### src/rtl/dp_dtm_pkg.sv
// Shared types and constants for the JTAG debug transport module:
// TAP states, instruction codes, DMI op/status codes and DTMCS layout.
package dp_dtm_pkg;

    typedef enum logic [3:0] {
        TAP_TLR      = 4'h0,
        TAP_RTI      = 4'h1,
        TAP_SEL_DR   = 4'h2,
        TAP_CAP_DR   = 4'h3,
        TAP_SH_DR    = 4'h4,
        TAP_EX1_DR   = 4'h5,
        TAP_PAUSE_DR = 4'h6,
        TAP_EX2_DR   = 4'h7,
        TAP_UPD_DR   = 4'h8,
        TAP_SEL_IR   = 4'h9,
        TAP_CAP_IR   = 4'hA,
        TAP_SH_IR    = 4'hB,
        TAP_EX1_IR   = 4'hC,
        TAP_PAUSE_IR = 4'hD,
        TAP_EX2_IR   = 4'hE,
        TAP_UPD_IR   = 4'hF
    } tap_state_e;

    typedef enum logic [1:0] {
        DR_IDCODE = 2'd0,
        DR_DTMCS  = 2'd1,
        DR_DMI    = 2'd2,
        DR_BYPASS = 2'd3
    } dr_sel_e;

    localparam logic [4:0] IR_IDCODE = 5'h01;
    localparam logic [4:0] IR_DTMCS  = 5'h10;
    localparam logic [4:0] IR_DMI    = 5'h11;
    localparam logic [4:0] IR_BYPASS = 5'h1F;

    localparam logic [1:0] DMI_OP_READ   = 2'd1;
    localparam logic [1:0] DMI_OP_WRITE  = 2'd2;
    localparam logic [1:0] DMI_ST_OK     = 2'd0;
    localparam logic [1:0] DMI_ST_FAILED = 2'd2;
    localparam logic [1:0] DMI_ST_BUSY   = 2'd3;

    localparam int DTMCS_VER_LSB   = 0;
    localparam int DTMCS_ABITS_LSB = 4;
    localparam int DTMCS_STAT_LSB  = 10;
    localparam int DTMCS_IDLE_LSB  = 12;
    localparam int DTMCS_DMIRESET  = 16;
    localparam int DTMCS_HARDRESET = 17;

    localparam logic [3:0] DTM_VERSION = 4'd1;

    // Any code with non-zero bits above bit 4 is unknown and selects BYPASS.
    function automatic dr_sel_e decode_ir(input logic [4:0] code, input logic upper_zero);
        dr_sel_e sel;
        sel = DR_BYPASS;
        if (upper_zero) begin
            case (code)
                IR_IDCODE: sel = DR_IDCODE;
                IR_DTMCS:  sel = DR_DTMCS;
                IR_DMI:    sel = DR_DMI;
                IR_BYPASS: sel = DR_BYPASS;
                default:   sel = DR_BYPASS;
            endcase
        end
        return sel;
    endfunction

endpackage

### src/rtl/dp_dtm_tap.sv
// IEEE 1149.1 TAP controller: 16-state register advanced by tms, plus
// decoded capture/shift/update strobes for the current state.
module dp_tap_fsm
    import dp_dtm_pkg::*;
(
    input  logic clk,
    input  logic rst_n,
    input  logic tms,
    output logic tlr,
    output logic capture_dr,
    output logic shift_dr,
    output logic update_dr,
    output logic capture_ir,
    output logic shift_ir,
    output logic update_ir
);

    tap_state_e state_q;
    tap_state_e state_d;

    always_comb begin
        state_d = state_q;
        case (state_q)
            TAP_TLR:      state_d = tms ? TAP_TLR    : TAP_RTI;
            TAP_RTI:      state_d = tms ? TAP_SEL_DR : TAP_RTI;
            TAP_SEL_DR:   state_d = tms ? TAP_SEL_IR : TAP_CAP_DR;
            TAP_CAP_DR:   state_d = tms ? TAP_EX1_DR : TAP_SH_DR;
            TAP_SH_DR:    state_d = tms ? TAP_EX1_DR : TAP_SH_DR;
            TAP_EX1_DR:   state_d = tms ? TAP_UPD_DR : TAP_PAUSE_DR;
            TAP_PAUSE_DR: state_d = tms ? TAP_EX2_DR : TAP_PAUSE_DR;
            TAP_EX2_DR:   state_d = tms ? TAP_UPD_DR : TAP_SH_DR;
            TAP_UPD_DR:   state_d = tms ? TAP_SEL_DR : TAP_RTI;
            TAP_SEL_IR:   state_d = tms ? TAP_TLR    : TAP_CAP_IR;
            TAP_CAP_IR:   state_d = tms ? TAP_EX1_IR : TAP_SH_IR;
            TAP_SH_IR:    state_d = tms ? TAP_EX1_IR : TAP_SH_IR;
            TAP_EX1_IR:   state_d = tms ? TAP_UPD_IR : TAP_PAUSE_IR;
            TAP_PAUSE_IR: state_d = tms ? TAP_EX2_IR : TAP_PAUSE_IR;
            TAP_EX2_IR:   state_d = tms ? TAP_UPD_IR : TAP_SH_IR;
            TAP_UPD_IR:   state_d = tms ? TAP_SEL_DR : TAP_RTI;
            default:      state_d = TAP_TLR;
        endcase
    end

    always_ff @(posedge clk or negedge rst_n) begin
        if (!rst_n) begin
            state_q <= TAP_TLR;
        end else begin
            state_q <= state_d;
        end
    end

    // Actions take effect on the rising edge that leaves the named state.
    assign tlr        = (state_q == TAP_TLR);
    assign capture_dr = (state_q == TAP_CAP_DR);
    assign shift_dr   = (state_q == TAP_SH_DR);
    assign update_dr  = (state_q == TAP_UPD_DR);
    assign capture_ir = (state_q == TAP_CAP_IR);
    assign shift_ir   = (state_q == TAP_SH_IR);
    assign update_ir  = (state_q == TAP_UPD_IR);

endmodule

### src/rtl/dp_dtm.sv
// JTAG debug transport module: TAP, instruction register, IDCODE/DTMCS/DMI/
// BYPASS data registers and the DMI request/response handshake.
module dp_dtm
    import dp_dtm_pkg::*;
#(
    parameter int          ABITS       = 7,
    parameter int          IR_LEN      = 5,
    parameter logic [31:0] IDCODE_V    = 32'h1000_0001,
    parameter int          IDLE_CYCLES = 1
) (
    input  logic             iclk,
    input  logic             iresetn,
    input  logic             tms,
    input  logic             tdi,
    output logic             tdo,
    output logic             dmi_req_valid,
    input  logic             dmi_req_ready,
    output logic [ABITS-1:0] dmi_req_addr,
    output logic [31:0]      dmi_req_data,
    output logic [1:0]       dmi_req_op,
    input  logic             dmi_rsp_valid,
    input  logic [31:0]      dmi_rsp_data,
    input  logic [1:0]       dmi_rsp_op
);

    localparam int DR_W = ABITS + 34;

    logic tlr;
    logic cap_dr;
    logic sh_dr;
    logic upd_dr;
    logic cap_ir;
    logic sh_ir;
    logic upd_ir;

    logic [IR_LEN-1:0] ir_sr_q;
    logic [IR_LEN-1:0] ir_sr_d;
    dr_sel_e           ir_sel_q;
    dr_sel_e           ir_sel_d;
    logic [DR_W-1:0]   dr_q;
    logic [DR_W-1:0]   dr_d;
    logic [1:0]        stat_q;
    logic [1:0]        stat_d;
    logic              busy_q;
    logic              busy_d;
    logic              req_valid_q;
    logic              req_valid_d;
    logic [ABITS-1:0]  last_addr_q;
    logic [ABITS-1:0]  last_addr_d;
    logic [31:0]       last_data_q;
    logic [31:0]       last_data_d;
    logic [1:0]        last_op_q;
    logic [1:0]        last_op_d;

    logic [31:0]       dtmcs_cap;
    logic              ir_upper_zero;
    logic              dmi_upd;
    logic              dtmcs_upd;
    logic              hard_reset;
    logic [ABITS-1:0]  upd_addr;
    logic [31:0]       upd_data;
    logic [1:0]        upd_op;

    dp_tap_fsm u_tap (
        .clk        (iclk),
        .rst_n      (iresetn),
        .tms        (tms),
        .tlr        (tlr),
        .capture_dr (cap_dr),
        .shift_dr   (sh_dr),
        .update_dr  (upd_dr),
        .capture_ir (cap_ir),
        .shift_ir   (sh_ir),
        .update_ir  (upd_ir)
    );

    always_comb begin
        dtmcs_cap = '0;
        dtmcs_cap[DTMCS_VER_LSB +: 4]   = DTM_VERSION;
        dtmcs_cap[DTMCS_ABITS_LSB +: 6] = 6'(ABITS);
        dtmcs_cap[DTMCS_STAT_LSB +: 2]  = stat_q;
        dtmcs_cap[DTMCS_IDLE_LSB +: 3]  = 3'(IDLE_CYCLES);
    end

    assign ir_upper_zero = ((ir_sr_q >> 5) == '0);
    assign dmi_upd       = upd_dr && (ir_sel_q == DR_DMI);
    assign dtmcs_upd     = upd_dr && (ir_sel_q == DR_DTMCS);
    assign hard_reset    = dtmcs_upd && dr_q[DTMCS_HARDRESET];
    assign upd_addr      = dr_q[DR_W-1 -: ABITS];
    assign upd_data      = dr_q[33:2];
    assign upd_op        = dr_q[1:0];

    // Instruction and data shift paths.
    always_comb begin
        ir_sr_d  = ir_sr_q;
        ir_sel_d = ir_sel_q;
        dr_d     = dr_q;

        if (cap_ir) begin
            ir_sr_d = IR_LEN'(2'b01);
        end else if (sh_ir) begin
            ir_sr_d = {tdi, ir_sr_q[IR_LEN-1:1]};
        end

        if (tlr) begin
            ir_sel_d = DR_IDCODE;
        end else if (upd_ir) begin
            ir_sel_d = decode_ir(ir_sr_q[4:0], ir_upper_zero);
        end

        if (cap_dr) begin
            case (ir_sel_q)
                DR_IDCODE: dr_d = {{(DR_W-32){1'b0}}, IDCODE_V};
                DR_DTMCS:  dr_d = {{(DR_W-32){1'b0}}, dtmcs_cap};
                DR_DMI:    dr_d = {last_addr_q, last_data_q, (busy_q ? DMI_ST_BUSY : stat_q)};
                default:   dr_d = '0;
            endcase
        end else if (sh_dr) begin
            case (ir_sel_q)
                DR_IDCODE,
                DR_DTMCS:  dr_d = {{(DR_W-32){1'b0}}, tdi, dr_q[31:1]};
                DR_DMI:    dr_d = {tdi, dr_q[DR_W-1:1]};
                default:   dr_d = {{(DR_W-1){1'b0}}, tdi};
            endcase
        end
    end

    // DMI transaction control; later assignments take priority.
    always_comb begin
        stat_d      = stat_q;
        busy_d      = busy_q;
        req_valid_d = req_valid_q;
        last_addr_d = last_addr_q;
        last_data_d = last_data_q;
        last_op_d   = last_op_q;

        if (req_valid_q && dmi_req_ready) begin
            req_valid_d = 1'b0;
        end

        if (cap_dr && (ir_sel_q == DR_DMI) && busy_q && (stat_q == DMI_ST_OK)) begin
            stat_d = DMI_ST_BUSY;
        end

        if (busy_q && dmi_rsp_valid && !hard_reset) begin
            busy_d      = 1'b0;
            last_data_d = dmi_rsp_data;
            if (dmi_rsp_op == DMI_ST_FAILED) begin
                stat_d = DMI_ST_FAILED;
            end else if (dmi_rsp_op == DMI_ST_BUSY) begin
                stat_d = DMI_ST_BUSY;
            end
        end

        if (dmi_upd && (stat_q == DMI_ST_OK)) begin
            if (busy_q) begin
                stat_d = DMI_ST_BUSY;
            end else if ((upd_op == DMI_OP_READ) || (upd_op == DMI_OP_WRITE)) begin
                last_addr_d = upd_addr;
                last_data_d = upd_data;
                last_op_d   = upd_op;
                busy_d      = 1'b1;
                req_valid_d = 1'b1;
            end
        end

        if (dtmcs_upd && dr_q[DTMCS_DMIRESET]) begin
            stat_d = DMI_ST_OK;
        end

        if (hard_reset) begin
            stat_d      = DMI_ST_OK;
            busy_d      = 1'b0;
            req_valid_d = 1'b0;
        end
    end

    always_ff @(posedge iclk or negedge iresetn) begin
        if (!iresetn) begin
            ir_sel_q    <= DR_IDCODE;
            stat_q      <= DMI_ST_OK;
            busy_q      <= 1'b0;
            req_valid_q <= 1'b0;
            last_addr_q <= '0;
            last_data_q <= '0;
            last_op_q   <= '0;
        end else begin
            ir_sel_q    <= ir_sel_d;
            stat_q      <= stat_d;
            busy_q      <= busy_d;
            req_valid_q <= req_valid_d;
            last_addr_q <= last_addr_d;
            last_data_q <= last_data_d;
            last_op_q   <= last_op_d;
        end
    end

    // Shift registers are always captured before being shifted out.
    always_ff @(posedge iclk) begin
        ir_sr_q <= ir_sr_d;
        dr_q    <= dr_d;
    end

    always_comb begin
        tdo = 1'b0;
        if (sh_ir) begin
            tdo = ir_sr_q[0];
        end else if (sh_dr) begin
            tdo = dr_q[0];
        end
    end

    assign dmi_req_valid = req_valid_q;
    assign dmi_req_addr  = last_addr_q;
    assign dmi_req_data  = last_data_q;
    assign dmi_req_op    = last_op_q;

endmodule

### config.mk
export PLATFORM = sky130hd
export DESIGN_NAME = dp_dtm
export DESIGN_NICKNAME = d
export VERILOG_FILES = /design/src/rtl/dp_dtm_pkg.sv /design/src/rtl/dp_dtm_tap.sv /design/src/rtl/dp_dtm.sv
export SDC_FILE = /design/constraint.sdc
export NUM_CORES = 1
export LEC_CHECK = 0
export ABC_AREA = 1
export ABC_CLOCK_PERIOD_IN_PS = 2040
export BUFFER_PORTS_ARGS = -buffer_cell sky130_fd_sc_hd__buf_4
export CORE_UTILIZATION = 35
export DETAILED_ROUTE_END_ITERATION = 10
export GPL_TIMING_DRIVEN = 0
export HOLD_SLACK_MARGIN = 0.02
export SYNTH_ARGS = -nofsm -noshare
export SYNTH_HDL_FRONTEND = slang
export SYNTH_HIERARCHICAL = 1
export SYNTH_SLANG_ARGS = --single-unit
### constraint.sdc
create_clock -name iclk -period 2.04 [get_ports iclk]
set_clock_uncertainty 0.15 [all_clocks]
set_input_delay 0.102 -clock iclk [delete_from_list [all_inputs] [get_ports iclk]]
set_output_delay 0.102 -clock iclk [all_outputs]
set_load 0.01 [all_outputs]
; ---- After elaboration in Yosys (flattened, before gate mapping)
; Cells that the tools add are included.
; Widths: inputs -> output; s select.
[word_totals]
regBits = 97
elab_cells = 103
[classes]
eq_ne = 24
mux = 45
n_bitwise = 1
reduce_logical = 23
[ops]
columns = op, count
row1 = $mux 32, 4
row2 = $pmux 41 s3, 1
row3 = $mux 41, 2
row4 = $pmux 41 s2, 1
row5 = $pmux 4 s12, 1
row6 = $eq 4x4->1 const B, 8
row7 = $mux 2, 14
row8 = $eq 4x3->1 const B, 4
row9 = $mux 4, 4
row10 = $mux 1, 15
row11 = $logic_and 1x1->1, 11
row12 = $eq 5x5->1 const B, 2
row13 = $eq 2x2->1 const B, 4
row14 = $eq 4x2->1 const B, 2
row15 = $mux 3, 2
row16 = $pmux 2 s3, 1
row17 = $reduce_or 2->1, 3
row18 = $eq 5x1->1 const B, 1
row19 = $eq 2x1->1 const B, 2
row20 = $eq 4x1->1 const B, 1
row21 = $logic_not 2->1, 2
row22 = $logic_not 4->1, 1
row23 = $reduce_bool 2->1, 2
row24 = $reduce_and 3->1, 1
row25 = 4 further kinds, 4

; ---- Longest topological paths before layout
; Gate-level depths: netlist (run 1).
[depth]
word_depth = 12
depth_mapped = 13
depth_no_buf = 12

; ---- By module
; Netlist (run 1), hierarchy kept.
[by_module_without_submodules]
columns = module, n_inst, cells_each, area_per_inst_um2, seq_area_each_um2
row1 = dp_dtm, 1, 508, 4372.9, 2507.4
row2 = dp_tap_fsm, 1, 66, 390.4, 100.1

; ---- Worst setup path after synthesis (run 1)
; OpenSTA, ideal clock, no wires.
[synth_path]
path_kind = reg2reg
from = register u_tap.state_q[2]
to = register dr_q[0], enable pin
setup_ns = 0.380
t_arrival_ns = 1.675
required_time_ns = 1.510
setup_slack_ns = -0.165
stages_incl_launch_ff = 6
synth_period_minus_slack_ns = 2.205
path_cell_list = dfrtp_1 nor2_2 nand2_2 inv_1 clkbuf_1 or2_2
[synth_between]
elab_chain_len = 2
[synth_rtl]
columns = item, line
row1 = start: declaration, dp_dtm_tap.sv:18  ; tap_state_e state_q;
row2 = start signal: assignment, dp_dtm_tap.sv:48  ; state_q <= state_d;
row3 = $eq 4x2->1, dp_dtm_tap.sv:54  ; assign capture_dr = (state_q == TAP_CAP_DR);
row4 = net cap_dr, dp_dtm.sv:29  ; logic cap_dr;
row5 = $reduce_bool 2->1 (no line), n/a
row6 = end signal: assignment, dp_dtm.sv:201  ; dr_q <= dr_d;
row7 = end: declaration, dp_dtm.sv:40  ; logic [DR_W-1:0] dr_q;
; The timed path passes the listed nets, and every way through them passes these cells.
; A chain may end at the register's enable or synchronous reset.

; ---- Final worst setup path (run 1)
[layout_path]
from = register u_tap.state_q[2]
to = register last_data_q[13], in the netlist dmi_req_data[13]
[layout_between]
elab_chain_len = 9
[layout_rtl]
columns = item, line
row1 = $eq 4x4->1 *, dp_dtm_tap.sv:56  ; assign update_dr = (state_q == TAP_UPD_DR);
row2 = net upd_dr, dp_dtm.sv:31  ; logic upd_dr;
row3 = $logic_and 1x1->1, dp_dtm.sv:87  ; assign dtmcs_upd = upd_dr && (ir_sel_q == DR_DTMCS);
row4 = $logic_and 1x1->1, dp_dtm.sv:88  ; assign hard_reset = dtmcs_upd && dr_q[DTMCS_HARDRESET];
row5 = $logic_not 1->1, dp_dtm.sv:145  ; if (busy_q && dmi_rsp_valid && !hard_reset) begin
row6 = $logic_and 1x1->1, dp_dtm.sv:145
row7 = $mux 32, dp_dtm.sv:145
row8 = $mux 32, dp_dtm.sv:158  ; end else if ((upd_op == DMI_OP_READ) || (upd_op == DMI_OP_WRITE)) begin
row9 = $mux 32, dp_dtm.sv:156  ; if (busy_q) begin
row10 = $mux 32 *, dp_dtm.sv:155  ; if (dmi_upd && (stat_q == DMI_ST_OK)) begin
row11 = net last_data_d[13], dp_dtm.sv:51  ; logic [31:0] last_data_d;
row12 = end signal: assignment, dp_dtm.sv:193  ; last_data_q <= last_data_d;
row13 = end: declaration, dp_dtm.sv:50  ; logic [31:0] last_data_q;
; Mark *: on every way through the listed nets, which the timed path passes. The rest lies on a longest branch.

==> flow_summary.yaml, run 1 <==
run_status:
  status: "finished clean"
power_and_ir_drop:
  peakVddDrop_mv: 0.5272
  p_leak_nw: 3.203
  power_density_mw_per_mm2: 1356
  power_mw: 8.971
sta:
  finalHoldViolCount: 0
  drv_slew: 0
  fmax_ghz: 0.4924
  tightest_slew_ps: 716.0
  worst_slack_ps: 9.131
  max_slew_margin: 0.5226
  fin_crit_ps: 2031
  rsz0062_at_grt: "true"
  setup_viol: 0
  hold_ws_ps: 44.96
  period_share: 0.9955
floorplanning:
  die_height_um: 118.7
  row_count: 42
  die_w_um: 118.7
  io_pins: 83
  fp.coreArea_mm2: 0.01324
  start_util: 0.3597
  dieArea_mm2: 0.01408
worst_setup_path:
  ff2ff_setup_slack_ps: 9
  crit_type: "flip-flop to flip-flop"
  critPathRequiredTime_ps: 2110
  critPathMostFrequentCell: "nand2_1"
  slowest_stage: "dfrtp_2"
  cp_top_family: "simple AND/OR/NAND/NOR gates"
  crit_buf_inv: 2
  path_cells: "nor2_4, nand2_2, inv_2, nand4_1, nand2_4, clkbuf_16, nand2_1, nand2_1, o21ai_1"
  slowest_delay_ps: 470
  endpoint_kind: "flip-flop"
  path_max_fanout: 8
  critical_path_arrival_ps: 2100
  cp-start-kind: "flip-flop"
synthesis:
  synth_top_area_share: 0.2679
  synth_nets: 614
  syn_avg_cell_area_um2: 8.298
  syn-cell-area_mm2: 0.004763
  synth_top_area_cell: "dfrtp_1"
  synth.area.top_cells: "dfrtp_1 (27%), edfxtp_1 (26%), nand2_1 (12%)"
  synth-seq-cells: 97
  synth_cell_types: 29
  yosysWarnings: 6
  netlist_instances: 574
  ys_seq_area_frac: 0.5474
clocking:
  cts.reportedPaths.clkPinSlew_ps: 70
  clock_path_buffers: 2
  cts_max_level: 3
  cts_buffers: 9
  cts_tree: "yes"
  root_buffer: "clkbuf_16"
  clk_latency_ps: 350
  numClockSinks: 97
placed_design:
  place_ws_ps: -485.8
  place_congestion: 0.8824
  hpwl_um: 8801
  port_buffers: 82
global_routing:
  grt_pass1_vias: 4408
  grt_usage: 0.2006
  grt_pass1_wl_um: 22130
  grt_max_degree: 52
  globalRouteOverflowTotal: 0
  antenna_found_initial: 0
finish:
  antenna_cells: 0
  drive_gt1_frac: 0.2351
  post-route-util: 0.4994
  nFillCells: 1275
  area_growth_pct: 38.85
  nets: 758
detailed_routing:
  drt_iter0_drc: 237
  vias_per_cell: 4.908
  drt_wl_total_um: 13680
  drc_errors: 0
  ant_nets: 0
  dr_total_vias: 4412
  dr.pass1.iters: 6
  avgRoutedWirePerCell_um: 15.22
run:
  drv_cap: 0
worst_hold_path:
  hold_path.class: "primary input to flip-flop"
-- logic make-up (layout without fill, tap and decap cells) --
group / Yosys count / in the layout / synth area share
buffers and inverters: 97 / 243 / 0.09115
AO/OA/AOI/OAI: 107 / 107 / 0.1166
flip-flops: 97 / 97 / 0.5474
AND/OR/NAND/NOR: 273 / 276 / 0.2448
-- final timing paths --
check | startpoint | endpoint | cells after the start
setup / recovery | u_tap/state_q[2] | dmi_req_data[13] | 9
hold reg to reg | dmi_req_op[1] | dmi_req_op[1] | 2
hold / removal | dmi_rsp_op[0] | stat_q[0] | 5
max in group asynchronous | iresetn | u_tap/state_q[3] | 2
min in group asynchronous | iresetn | dmi_req_data[24] | 2
setup reg to reg | u_tap/state_q[2] | dmi_req_data[13] | 9
-- synthesized netlist by cell type, drive strengths merged --
cell / count
nand2: 161
edfxtp: 41
dfrtp: 51
nand3b: 1
o21ai: 82
o221ai: 3
nand3: 44
o2111ai: 1
buf: 18
or2: 3
inv: 71
clkbuf: 8
dfxtp: 5
o21bai: 1
nor2: 55
a21oi: 18
nand4: 6
nor3: 3
o22ai: 2
-- report_power, final --
group | leakage [nW] | internal [mW] | switching, mW | total [mW]
clock network | 0.146 | 1.07 | 0.746 | 1.82
logic | 2.04 | 1.54 | 2.01 | 3.55
registers | 1.02 | 3.04 | 0.564 | 3.61
-- layer usage --
metal  part of all wire  global-route usage  wire length (um)
met1               0.45              0.2678              6179
met3              0.062             0.03378               847
met5                  0                   0                 0
met4              0.013             0.07516               179
met2               0.47              0.3257              6478
-- registers in the layout, indices dropped and copies added (netlist names) --
name and cells:
dr_q 41, dmi_req_data 32, dmi_req_addr 7, ir_sr_q 5, u_tap/state_q 4, dmi_req_op 2
ir_sel_q 2, stat_q 2, busy_q 1, dmi_req_valid 1
-- cell usage in the layout (no fill, tap or decap), types with 38 or more instances in the layout --
cell           Yosys  final
nand2_1          156    149
nand3_1           43     43
o21ai_0           42     41
dlygate4sd3_1      0     38
o21ai_1           40     40
nor2_1            49     47
dfrtp_1           51     49
buf_4              2     90
edfxtp_1          41     41
inv_1             64     62
-- timing repair --
item / CTS / global route
buffers inserted: 2 / 5
pin swaps: 3 / 4
cloned: 2 / 4
resized for setup: 24 / 40
endpoints found under the hold margin: 91 / 0
hold buffers: 38 / 0
setup endpoints to repair: 107 / 87
-- metrics by stage --
step	std cells	instance area (um^2)	TNS [ps]
floorplan	574	4766	0
global placement	832	5602	-26790
detailed placement	832	5602	-32400
CTS	890	6387	-127.4
global route	899	6614	-723.0
finish	899	6614	0
-- tightest hold or removal path, stage by stage --
cell and delay, ps:
buf_4 80, nand4_1 110, nand3_1 120, nand2_1 60, inv_1 40
-- layout make-up --
cell class | count | area, um^2 | area share
Multi-Input combinational cell | 383 | 1826 | 0.2760
Sequential cell | 97 | 2610 | 0.3946
Inverter | 71 | 271.5 | 0.04105
Timing Repair Buffer | 130 | 1124 | 0.1699
Buffer | 26 | 250.2 | 0.03784
Tap cell | 176 | 220.2 | 0.03330
Clock buffer | 11 | 232.7 | 0.03519
Clock inverter | 5 | 80.08 | 0.01211
Power figures use the tool's default switching activity.
==> run 2: changes to the inputs <==
--- a/config.mk
+++ b/config.mk
@@ -8,10 +8,13 @@
 export ABC_AREA = 1
 export ABC_CLOCK_PERIOD_IN_PS = 2040
 export BUFFER_PORTS_ARGS = -buffer_cell sky130_fd_sc_hd__buf_4
+export CELL_PAD_IN_SITES_DETAIL_PLACEMENT = 0
+export CELL_PAD_IN_SITES_GLOBAL_PLACEMENT = 1
 export CORE_UTILIZATION = 35
 export DETAILED_ROUTE_END_ITERATION = 10
 export GPL_TIMING_DRIVEN = 0
 export HOLD_SLACK_MARGIN = 0.02
+export PLACE_DENSITY_LB_ADDON = 0.1
 export SYNTH_ARGS = -nofsm -noshare
 export SYNTH_HDL_FRONTEND = slang
 export SYNTH_HIERARCHICAL = 1
==> flow_summary.yaml, run 2 (synthesized netlist as in run 1, its figures left out) <==
floorplanning:
  io_pins: 83
  die_height_um: 118.7
  start_util: 0.3597
  fp.coreArea_mm2: 0.01324
  die_w_um: 118.7
  dieArea_mm2: 0.01408
  row_count: 42
worst_setup_path:
  r2r-start: "u_tap/state_q[1]"
  cp-start-kind: "flip-flop"
  endpoint_kind: "output port"
  path_cells: "inv_2, nand2_1, nor3_2, nand3_1, o21ai_0, buf_4"
  crit_type: "flip-flop to output port"
  critical_path_arrival_ps: 1740
  path_max_fanout: 4
  slowest_delay_ps: 440
  slowest_stage: "dfrtp_2"
  critPathRequiredTime_ps: 1790
  worstSetupStartpoint: "u_tap/state_q[3]"
sta:
  max_slew_margin: 0.5186
  tns_ps: 0
  finalHoldViolCount: 0
  fin_crit_ps: 1994
  drv_slew: 0
  period_share: 0.9777
  rsz0062_at_grt: "true"
  tightest_slew_ps: 722.1
  setup_viol: 0
  fmax_ghz: 0.5014
global_routing:
  grt_pass1_wl_um: 21950
  grt_usage: 0.2002
  globalRouteOverflowTotal: 0
  met3_usage: 0.03764
  grt_pass1_vias: 4333
  grt_max_degree: 52
  antenna_found_initial: 0
  gr-usage-met2: 0.3110
  grt_busiest_layer: "met2"
  met1_usage: 0.2822
detailed_routing:
  dr_total_vias: 4340
  drt_iter0_drc: 308
  ant_nets: 0
  avgRoutedWirePerCell_um: 14.95
  vias_per_cell: 4.855
  drc_errors: 0
  dr.pass1.iters: 5
  drt_wl_total_um: 13360
clocking:
  clk_latency_ps: 350
  cts_buffers: 9
  cts_max_level: 3
  cts.reportedPaths.clkPinSlew_ps: 70
  clock_path_buffers: 2
  numClockSinks: 97
  cts_tree: "yes"
  root_buffer: "clkbuf_16"
run_status:
  status: "finished clean"
placed_design:
  port_buffers: 82
  hpwl_um: 8804
  dp_cells: 832
  dpl_cell_area_mm2: 0.005602
  place_congestion: 0.7494
finish:
  area_growth_pct: 34.54
  nets: 753
  antenna_cells: 0
  final_cell_area_mm2: 0.006409
  final_common_cell: "nand2_1"
  finalNonFillerCells: 894
  regMostFlops: "dr_q"
  post-route-util: 0.4839
  largest_register_ffs: 41
  drive_gt1_frac: 0.2173
  final_cell_mix: "nand2_1 (156), buf_4 (90), inv_1 (61)"
power_and_ir_drop:
  p_leak_nw: 3.108
  peakVddDrop_mv: 0.6139
  power_mw: 8.544
  power_density_mw_per_mm2: 1333
worst_hold_path:
  hold_path.class: "primary input to asynchronous set/reset pin"
run:
  drv_cap: 0
run 2: cell types whose count changed in the layout (fill, tap and decap cells not counted), sizes merged:
cell	before	now
clkinv	1	2
dlygate4sd3	38	39
clkinvlp	2	1
clkbuf	19	22
bufinv	2	0
buf	110	104
nand2	162	161
run 2: cell type report:
class,instances,area (um^2)
Timing Repair Buffer,126,1047
Buffer,26,202.7
Multi-Input combinational cell,382,1780
Clock inverter,3,16.27
Tap cell,176,220.2
Inverter,71,271.5
Clock buffer,13,260.3
Sequential cell,97,2610
Fill cell,1345,6834
run 2: metal layers:
layer	wire length, um	part of all wire
met1	6388	0.48
met2	6078	0.45
met3	694	0.052
met4	200	0.015
met5	0	0
run 2: power breakdown:
| group | switching, mW | internal [mW] | leakage, nW | total, mW |
|---|---|---|---|---|
| clock network | 0.741 | 0.890 | 0.133 | 1.63 |
| registers | 0.525 | 3.04 | 1.02 | 3.57 |
| logic | 1.93 | 1.42 | 1.96 | 3.35 |
run 2: per-stage QoR:
| stage | hold WS, ps | setup slack, ps |
|---|---|---|
| 2_1_floorplan | -343.6 | 34.72 |
| 3_3_place_gp | 66.63 | -483.8 |
| 3_5_place_dp | 74.08 | -523.4 |
| 4_1_cts | 247.1 | 6.539 |
| 5_1_grt | 293.9 | -78.04 |
| 6_report | 211.2 | 45.57 |
run 2: what timing repair did:
item / in CTS / in global routing
hold buffers: 39 / 0
cloned: 1 / 1
setup endpoints to repair: 114 / 99
buffers inserted: 5 / 0
resized for setup: 22 / 18
hold endpoints to repair: 92 / 0
pin swaps: 5 / 1
run 2: path summary, 6_finish.rpt:
check	endpoint	slack, ps	depth (start not counted)
min in group iclk	dmi_req_op[0]	340	2
worst max register to register	dmi_req_data[6]	110	10
worst min-delay path	dmi_req_data[10]	210	2
worst min register to register	dmi_req_op[0]	340	2
max in group asynchronous	u_tap/state_q[2]	1030	2
worst max-delay path	tdo	50	6
run 2: critical path, delay by kind of cell, from the launching register on:
kind,cells,cell delay [ps]
AND/OR/NAND/NOR,3,610
flip-flops,1,440
buffers and inverters,2,250
AO/OA/AOI/OAI,1,90
